`config.mk`:
```
export PLATFORM = sky130hd
export DESIGN_NAME = uart_tx_fifo_flat
export DESIGN_NICKNAME = d
export VERILOG_FILES = /design/src/rtl/uart_tx_fifo_if.sv /design/src/rtl/uart_tx_fifo.sv /design/src/flat_wrapper.sv
export SDC_FILE = /design/constraint.sdc
export NUM_CORES = 1
export LEC_CHECK = 0
export ABC_AREA = 0
export CORE_MARGIN = 5
export CORE_UTILIZATION = 55
export CTS_BUF_LIST = sky130_fd_sc_hd__clkbuf_8
export DETAILED_ROUTE_END_ITERATION = 12
export PLACE_DENSITY_LB_ADDON = 0.15
export SLEW_MARGIN = 25
export SYNTH_ARGS = -nofsm -noshare
export SYNTH_HDL_FRONTEND = slang
export SYNTH_SLANG_ARGS = --single-unit
```
`constraint.sdc`:
```
create_clock -name clk -period 3.6 [get_ports clk]
set_input_delay 0.72 -clock clk [delete_from_list [all_inputs] [get_ports clk]]
set_output_delay 0.72 -clock clk [all_outputs]
set_load 0.02 [all_outputs]
```
`src/rtl/uart_tx_fifo_if.sv`:
```
// Bus-side and serializer-side signals of the UART transmit FIFO.
// The slave modport is the FIFO; master is the CPU/serializer environment.
interface uart_tx_fifo_if #(
  parameter int ADDR_W = 4
);
  logic              wr_en;
  logic [7:0]        wr_data;
  logic              flush;
  logic              clr_ovf;
  logic [7:0]        tx_data;
  logic              tx_valid;
  logic              tx_ready;
  logic [ADDR_W:0]   count;
  logic              full;
  logic              empty;
  logic              overflow;
  logic              tx_idle;

  modport slave (
    input  wr_en, wr_data, flush, clr_ovf, tx_ready,
    output tx_data, tx_valid, count, full, empty, overflow, tx_idle
  );

  modport master (
    output wr_en, wr_data, flush, clr_ovf, tx_ready,
    input  tx_data, tx_valid, count, full, empty, overflow, tx_idle
  );
endinterface

```
`src/rtl/uart_tx_fifo.sv`:
```
// First-word-fall-through byte FIFO feeding the UART serializer, with
// level, sticky overflow and drain status for the UART status register.
module uart_tx_fifo #(
  parameter int DEPTH  = 16,
  parameter int ADDR_W = 4
) (
  input  logic          clk,
  input  logic          reset,
  uart_tx_fifo_if.slave bus
);
  localparam logic [ADDR_W:0] FULL_CNT = (ADDR_W+1)'(DEPTH);

  logic [7:0]        mem_q [DEPTH];
  logic [ADDR_W-1:0] wr_ptr_q, wr_ptr_d;
  logic [ADDR_W-1:0] rd_ptr_q, rd_ptr_d;
  logic [ADDR_W:0]   count_q, count_d;
  logic              ovf_q, ovf_d;
  logic              full, empty, push, drop, pop;

  assign full  = (count_q == FULL_CNT);
  assign empty = (count_q == '0);
  // full is taken from the pre-edge count, so a pop never makes room for a same-cycle push
  assign push  = bus.wr_en &  ~full & ~bus.flush;
  assign drop  = bus.wr_en &   full & ~bus.flush;
  assign pop   = ~empty & bus.tx_ready & ~bus.flush;

  always_comb begin
    wr_ptr_d = wr_ptr_q;
    rd_ptr_d = rd_ptr_q;
    count_d  = count_q;
    ovf_d    = ovf_q;
    if (bus.flush) begin
      wr_ptr_d = '0;
      rd_ptr_d = '0;
      count_d  = '0;
      ovf_d    = 1'b0;
    end else begin
      if (push) wr_ptr_d = wr_ptr_q + 1'b1;
      if (pop)  rd_ptr_d = rd_ptr_q + 1'b1;
      case ({push, pop})
        2'b10:   count_d = count_q + 1'b1;
        2'b01:   count_d = count_q - 1'b1;
        default: count_d = count_q;
      endcase
      if (drop)             ovf_d = 1'b1;
      else if (bus.clr_ovf) ovf_d = 1'b0;
    end
  end

  always_ff @(posedge clk) begin
    if (reset) begin
      wr_ptr_q <= '0;
      rd_ptr_q <= '0;
      count_q  <= '0;
      ovf_q    <= 1'b0;
    end else begin
      wr_ptr_q <= wr_ptr_d;
      rd_ptr_q <= rd_ptr_d;
      count_q  <= count_d;
      ovf_q    <= ovf_d;
    end
  end

  // Storage is not reset; contents behind rd_ptr are never observed.
  always_ff @(posedge clk) begin
    if (push && !reset) mem_q[wr_ptr_q] <= bus.wr_data;
  end

  assign bus.tx_data  = mem_q[rd_ptr_q];
  assign bus.tx_valid = ~empty;
  assign bus.count    = count_q;
  assign bus.full     = full;
  assign bus.empty    = empty;
  assign bus.overflow = ovf_q;
  assign bus.tx_idle  = empty & bus.tx_ready;
endmodule

```
`src/flat_wrapper.sv`:
```
// flat-port wrapper written by rule: the top's interface ports become plain ports
module uart_tx_fifo_flat 
#(
  parameter int DEPTH  = 16,
  parameter int ADDR_W = 4
)
  (clk, reset, bus_wr_en, bus_wr_data, bus_flush, bus_clr_ovf, bus_tx_ready, bus_tx_data, bus_tx_valid, bus_count, bus_full, bus_empty, bus_overflow, bus_tx_idle);
  uart_tx_fifo_if #(.ADDR_W(ADDR_W)) bus_i ();
  input  logic clk;
  input  logic reset;
  input wire logic [$bits(bus_i.wr_en)-1:0] bus_wr_en;
  input wire logic [$bits(bus_i.wr_data)-1:0] bus_wr_data;
  input wire logic [$bits(bus_i.flush)-1:0] bus_flush;
  input wire logic [$bits(bus_i.clr_ovf)-1:0] bus_clr_ovf;
  input wire logic [$bits(bus_i.tx_ready)-1:0] bus_tx_ready;
  output wire logic [$bits(bus_i.tx_data)-1:0] bus_tx_data;
  output wire logic [$bits(bus_i.tx_valid)-1:0] bus_tx_valid;
  output wire logic [$bits(bus_i.count)-1:0] bus_count;
  output wire logic [$bits(bus_i.full)-1:0] bus_full;
  output wire logic [$bits(bus_i.empty)-1:0] bus_empty;
  output wire logic [$bits(bus_i.overflow)-1:0] bus_overflow;
  output wire logic [$bits(bus_i.tx_idle)-1:0] bus_tx_idle;
  assign bus_i.wr_en = bus_wr_en;
  assign bus_i.wr_data = bus_wr_data;
  assign bus_i.flush = bus_flush;
  assign bus_i.clr_ovf = bus_clr_ovf;
  assign bus_i.tx_ready = bus_tx_ready;
  assign bus_tx_data = bus_i.tx_data;
  assign bus_tx_valid = bus_i.tx_valid;
  assign bus_count = bus_i.count;
  assign bus_full = bus_i.full;
  assign bus_empty = bus_i.empty;
  assign bus_overflow = bus_i.overflow;
  assign bus_tx_idle = bus_i.tx_idle;
  uart_tx_fifo #(.DEPTH(DEPTH), .ADDR_W(ADDR_W)) u_core (.clk(clk), .reset(reset), .bus(bus_i));
endmodule
```
[Yosys cells after proc, flatten, opt, wreduce, memory -nomap -nowiden]
Memories as Yosys holds them, arrays and structs flattened. A register that Yosys moved wholly into a read port is not among the register bits.
Cells that the tools add are included.
Word-level totals
  register bits after elaboration: 14
  memory bits (writable): 128
  input port bits: 14
  output and inout bits: 18
  word-level logic and storage cells: 35
  memories: 1
Cells by class
  $add $sub $neg: 4
  equal/unequal tests: 3
  mux-type cells: 7
  bitwise gates (word level): 10
  reduce and logical (&&, ||, !) cells: 6
Memory list
  u_core.mem_q: words 16, bits a word 8, rd ports 1, clocked after memory_dff 1, wr ports 1, line uart_tx_fifo.sv:13  | logic [7:0] mem_q [DEPTH];
Operators by type and width (number)
  5-bit one-hot mux with 2 select lines: 1
  4-bit by 1-bit adder with 4-bit output (second input constant): 2
  4-bit 2-to-1 mux: 2
  1-bit bitwise AND: 7
  5-bit by 1-bit adder with 5-bit output (second input constant): 1
  5-bit == test (second input constant): 1
  5-bit logical NOT: 1
  5-bit by 1-bit subtractor with 5-bit output (second input constant): 1
  1-bit 2-to-1 mux: 4
  2-bit nonzero test: 2
  1-bit inverter: 3
  2-bit by 1-bit == test with 1-bit output (second input constant): 1
  2-bit == test (second input constant): 1
  2-bit OR reduction: 1
  1-bit logical AND: 1
  1-bit logical NOT: 1

[Depth between registers and ports, before layout]
  word-level depth: 7
  mapped depth: 12
  mapped depth without buffers: 10

[Worst setup path after synthesis]
Ideal clock, no wire load.
  kind: reg-to-reg
  start: reg u_core.count_q[1], in the netlist u_core.bus.count[1]
  end: reg u_core.count_q[4], in the netlist u_core.bus.count[4]
  library setup time: 0.072 ns
  arrival time: 2.911 ns
  data required time: 3.528 ns
  setup slack: 0.618 ns
  stages on the path, launching flop included: 12
  path buffers: 2
  clock period less this slack: 2.982 ns
  cells stage by stage: dfxtp_1 -> buf_2 -> or4_4 -> o21ai_2 -> inv_2 -> ha_1 -> clkbuf_1 -> xor2_1 -> ha_1 -> or4_1 -> a32oi_1 -> mux2i_1
On the way
  longest elaborated chain between the ends: 6
  elaborated cells between the ends (all ways): 14
  classes of those cells: add/sub: 2; eq/ne: 3; mux: 1; bitwise: 6; reduce/logical: 2
Ends and longest elaborated chain
  start: declaration: line uart_tx_fifo.sv:16  | logic [ADDR_W:0] count_q, count_d;
  start signal: assignment: line uart_tx_fifo.sv:59  | count_q <= count_d;
  5-bit logical NOT (*): line uart_tx_fifo.sv:21  | assign empty = (count_q == '0);
  1-bit inverter (*): line uart_tx_fifo.sv:25  | assign pop = ~empty & bus.tx_ready & ~bus.flush;
  1-bit bitwise AND (*) (2 in a row): line uart_tx_fifo.sv:25
  named net u_core.pop: line uart_tx_fifo.sv:18  | logic full, empty, push, drop, pop;
  2-bit by 1-bit == test with 1-bit output / 2-bit == test (equally long branches): line uart_tx_fifo.sv:40  | case ({push, pop})
  5-bit one-hot mux with 2 select lines / 2-bit nonzero test (equally long branches)
The timed path passes the listed nets; every way through them passes the cells marked *.
A chain may end at the register's enable or synchronous reset.

==> impl_metrics.ini <==
[pwr]
leakage_nw = 2.34
powerDensity_nw_per_um2 = 478
p_total_mw = 3.35
irDropWorstVdd_mv = 0.328

[drt]
first_iter_violations = 221
final_antenna_net_count = 0
drtPass1Iterations = 5
drc = 0
viasPerCell = 5.73
route.vias.total = 3003
drt_wl_total_mm = 11.4
wire_per_inst_um = 21.8

[setup_path]
criticalPathCategory = reg -> out
reg2reg_setup_slack_ns = 0.61
crit_buf_inv = 2
worst_ep_required_time_ns = 2.88
cpLargestDelayFamily = multiplexers
crit_path_start_kind = flop
r2r-start = u_core.bus.count[1]$_SDFFE_PP0P_
rr_endpoint = u_core.bus.count[4]$_SDFFE_PP0P_
r2r_cells = 9
slowest_stage = mux4_1
setup.worst_path.end_class = output pin
critical_path.max_stage_delay_ns = 0.63
path_cells = buf_12 -> mux4_1 -> mux4_2 -> clkdlybuf4s50_1
path_max_fanout = 32
crit_arrival_ns = 2.72

[finish]
final_cell_mix = edfxtp_1 (128), clkdlybuf4s50_1 (31), nor2_1 (30)
stdcell_count = 524
final_common_cell = edfxtp_1
finalInstanceArea_um2 = 7020
antenna_cells = 0
fillers = 730
drive_gt1_frac = 0.193
final_nets = 393
syn_to_final_growth_pct = 16.9

[die]
die_h_um = 115
pin_count = 32
core_um2 = 10800
start_util = 0.557
fp.dieW_um = 115
rows = 38
die_area_um2 = 13100

[flow_run]
maxCapViolations = 0

[sta]
fin_setup_tns_ns = 0
setup_viol = 0
fin_crit_ns = 3.44
tightestPinTransition_ns = 0.686
slew_headroom = 0.542
finalClockSkew_ns = 0.00860
fmax_ghz = 0.291
finalHoldViolCount = 0
drv_slew = 0
rsz0062_at_grt = no
finalCritPeriodShare = 0.955

[synth]
async_flop_share = 0
synth_edf_count = 128
yosysWarnings = 0
ys.flop_type = edfxtp_1
syn_nets = 335
synth_cells = 313
ys_ff_latch = 146
syn_area_per_cell_um2 = 19.2
synth_area_um2 = 6010
yosysUniqueCellTypes = 47
synth-seq-area-share = 0.700

[clock_tree]
clk_transition_reported_paths_ns = 0.08
cts_inserted_buffers = 17
cts_tree = done
clk_latency_ns = 0.43
clk_path_buf_depth = 2
post-cts-setup-buffer-count = 0
clock-sinks = 146
ctsResizeCount = 0
htreeDepth = 4
hold_buffers = 0
cts_root_buf = clkbuf_8

[placement]
post-dp-hpwl_mm = 7.47
place_area_um2 = 6580
dpl.cell_count = 492
io_buffer_count = 31
place_congestion = 0.772

[hold_path]
hold_path_depth = 2
hp-class = reg -> reg
min_from = u_core.rd_ptr_q[2]$_SDFFE_PP0P_

[global_routing]
grt.total_usage = 0.191
gr-total-overflow = 0
grt_pass1_wl_mm = 17.7
antenna_found_initial = 0
grt_max_degree = 33
grt_pass1_vias = 3082

[run_status]
run_status = finished, final reports clean
==> cells in the mapped netlist, types with 2 or more instances <==
library cell,number,area share
dfxtp_1,18,0.060
buf_1,4,0.0025
mux4_1,24,0.10
clkbuf_1,5,0.0031
nand2_1,2,0.0012
nand3_1,6,0.0050
buf_8,2,0.0050
o21a_1,4,0.0050
buf_2,2,0.0017
nand2b_1,6,0.0062
and2_1,2,0.0021
ha_1,8,0.017
xor2_1,4,0.0058
inv_2,2,0.0012
mux4_2,16,0.060
nand3b_1,2,0.0025
nor2_1,30,0.019
edfxtp_1,128,0.64
or3_1,4,0.0042
nor2b_1,3,0.0031
xnor2_1,2,0.0029
nor3_1,3,0.0025
mux2i_1,4,0.0067
a21oi_1,3,0.0025
inv_1,5,0.0031
o21ai_0,2,0.0017
nor3b_1,2,0.0025
==> worst reg2reg max path: cells and delay by family, from the launching register on <==
family,cells,cell delay (ns)
and+or+nand+nor,2,1.03
xor gates and xnor gates,1,0.18
muxes,1,0.19
AOI/OAI and AO/OA,2,0.52
DFF,1,0.41
adders and majority gates,2,0.54
buffers and inverters,1,0.05
==> state kept, by name, indices dropped and copies added, names as in the netlist, named ones only <==
name,flops
u_core.mem_q,128
u_core.bus.overflow,1
u_core.rd_ptr_q,4
u_core.wr_ptr_q,4
u_core.bus.count,5
==> how the worst max path moves through the flow <==
stage,start,to,slack [ns],cells past startpoint
final,flop,bus_tx_data[1],0.16,4
after global routing,flop,bus_tx_data[1],0.06,4
after CTS,flop,bus_tx_data[1],0.11,4
after detailed placement,bus_flush,u_core.bus.count[4]$_SDFFE_PP0P_,0.26,10
after global placement,bus_flush,u_core.bus.count[4]$_SDFFE_PP0P_,0.33,10
after floorplan,u_core.bus.count[1]$_SDFFE_PP0P_,u_core.bus.count[4]$_SDFFE_PP0P_,0.62,11
==> metal layers <==
layer | global-route usage | wire, µm
met1 | 0.247 | 4910
met2 | 0.313 | 5780
met3 | 0.0608 | 679
met4 | 0.0546 | 65
met5 | 0 | 0
==> through the flow <==
stage,hold slack (ns),utilization,setup WS (ns)
after detailed placement,0.527,0.609,0.263
final,0.552,0.651,0.161
after floorplan,0.495,-,0.618
after CTS,0.556,0.651,0.114
after global placement,0.524,0.609,0.326
after global routing,0.572,0.651,0.0625
==> logic make-up (layout without fill, tap and decap cells) <==
logic type,Yosys count,in the layout,share of synthesized area
muxes,44,44,0.172
AOI/OAI and AO/OA,20,20,0.0240
buffers and inverters,22,93,0.0219
xor gates and xnor gates,6,6,0.00875
adders and majority gates,8,8,0.0167
DFF,146,146,0.700
and+or+nand+nor,67,67,0.0575
==> layout make-up <==
| cell class | count | area, µm² | area share |
|---|---|---|---|
| clock buffer | 17 | 234 | 0.0333 |
| sequential | 146 | 4210 | 0.599 |
| multi-input combinational | 145 | 1670 | 0.238 |
| inverter | 7 | 26.3 | 0.00374 |
| timing repair buffer | 54 | 495 | 0.0706 |
| tap | 140 | 175 | 0.0249 |
| clock inverter | 15 | 213 | 0.0303 |
==> power breakdown <==
part	leakage, nW	internal (mW)	switching, mW
clock	0.229	0.823	0.590
sequential	1.30	1.84	0.00287
combinational	0.815	0.0416	0.0553
total	2.34	2.71	0.648
(Power assumes the default switching activity.)
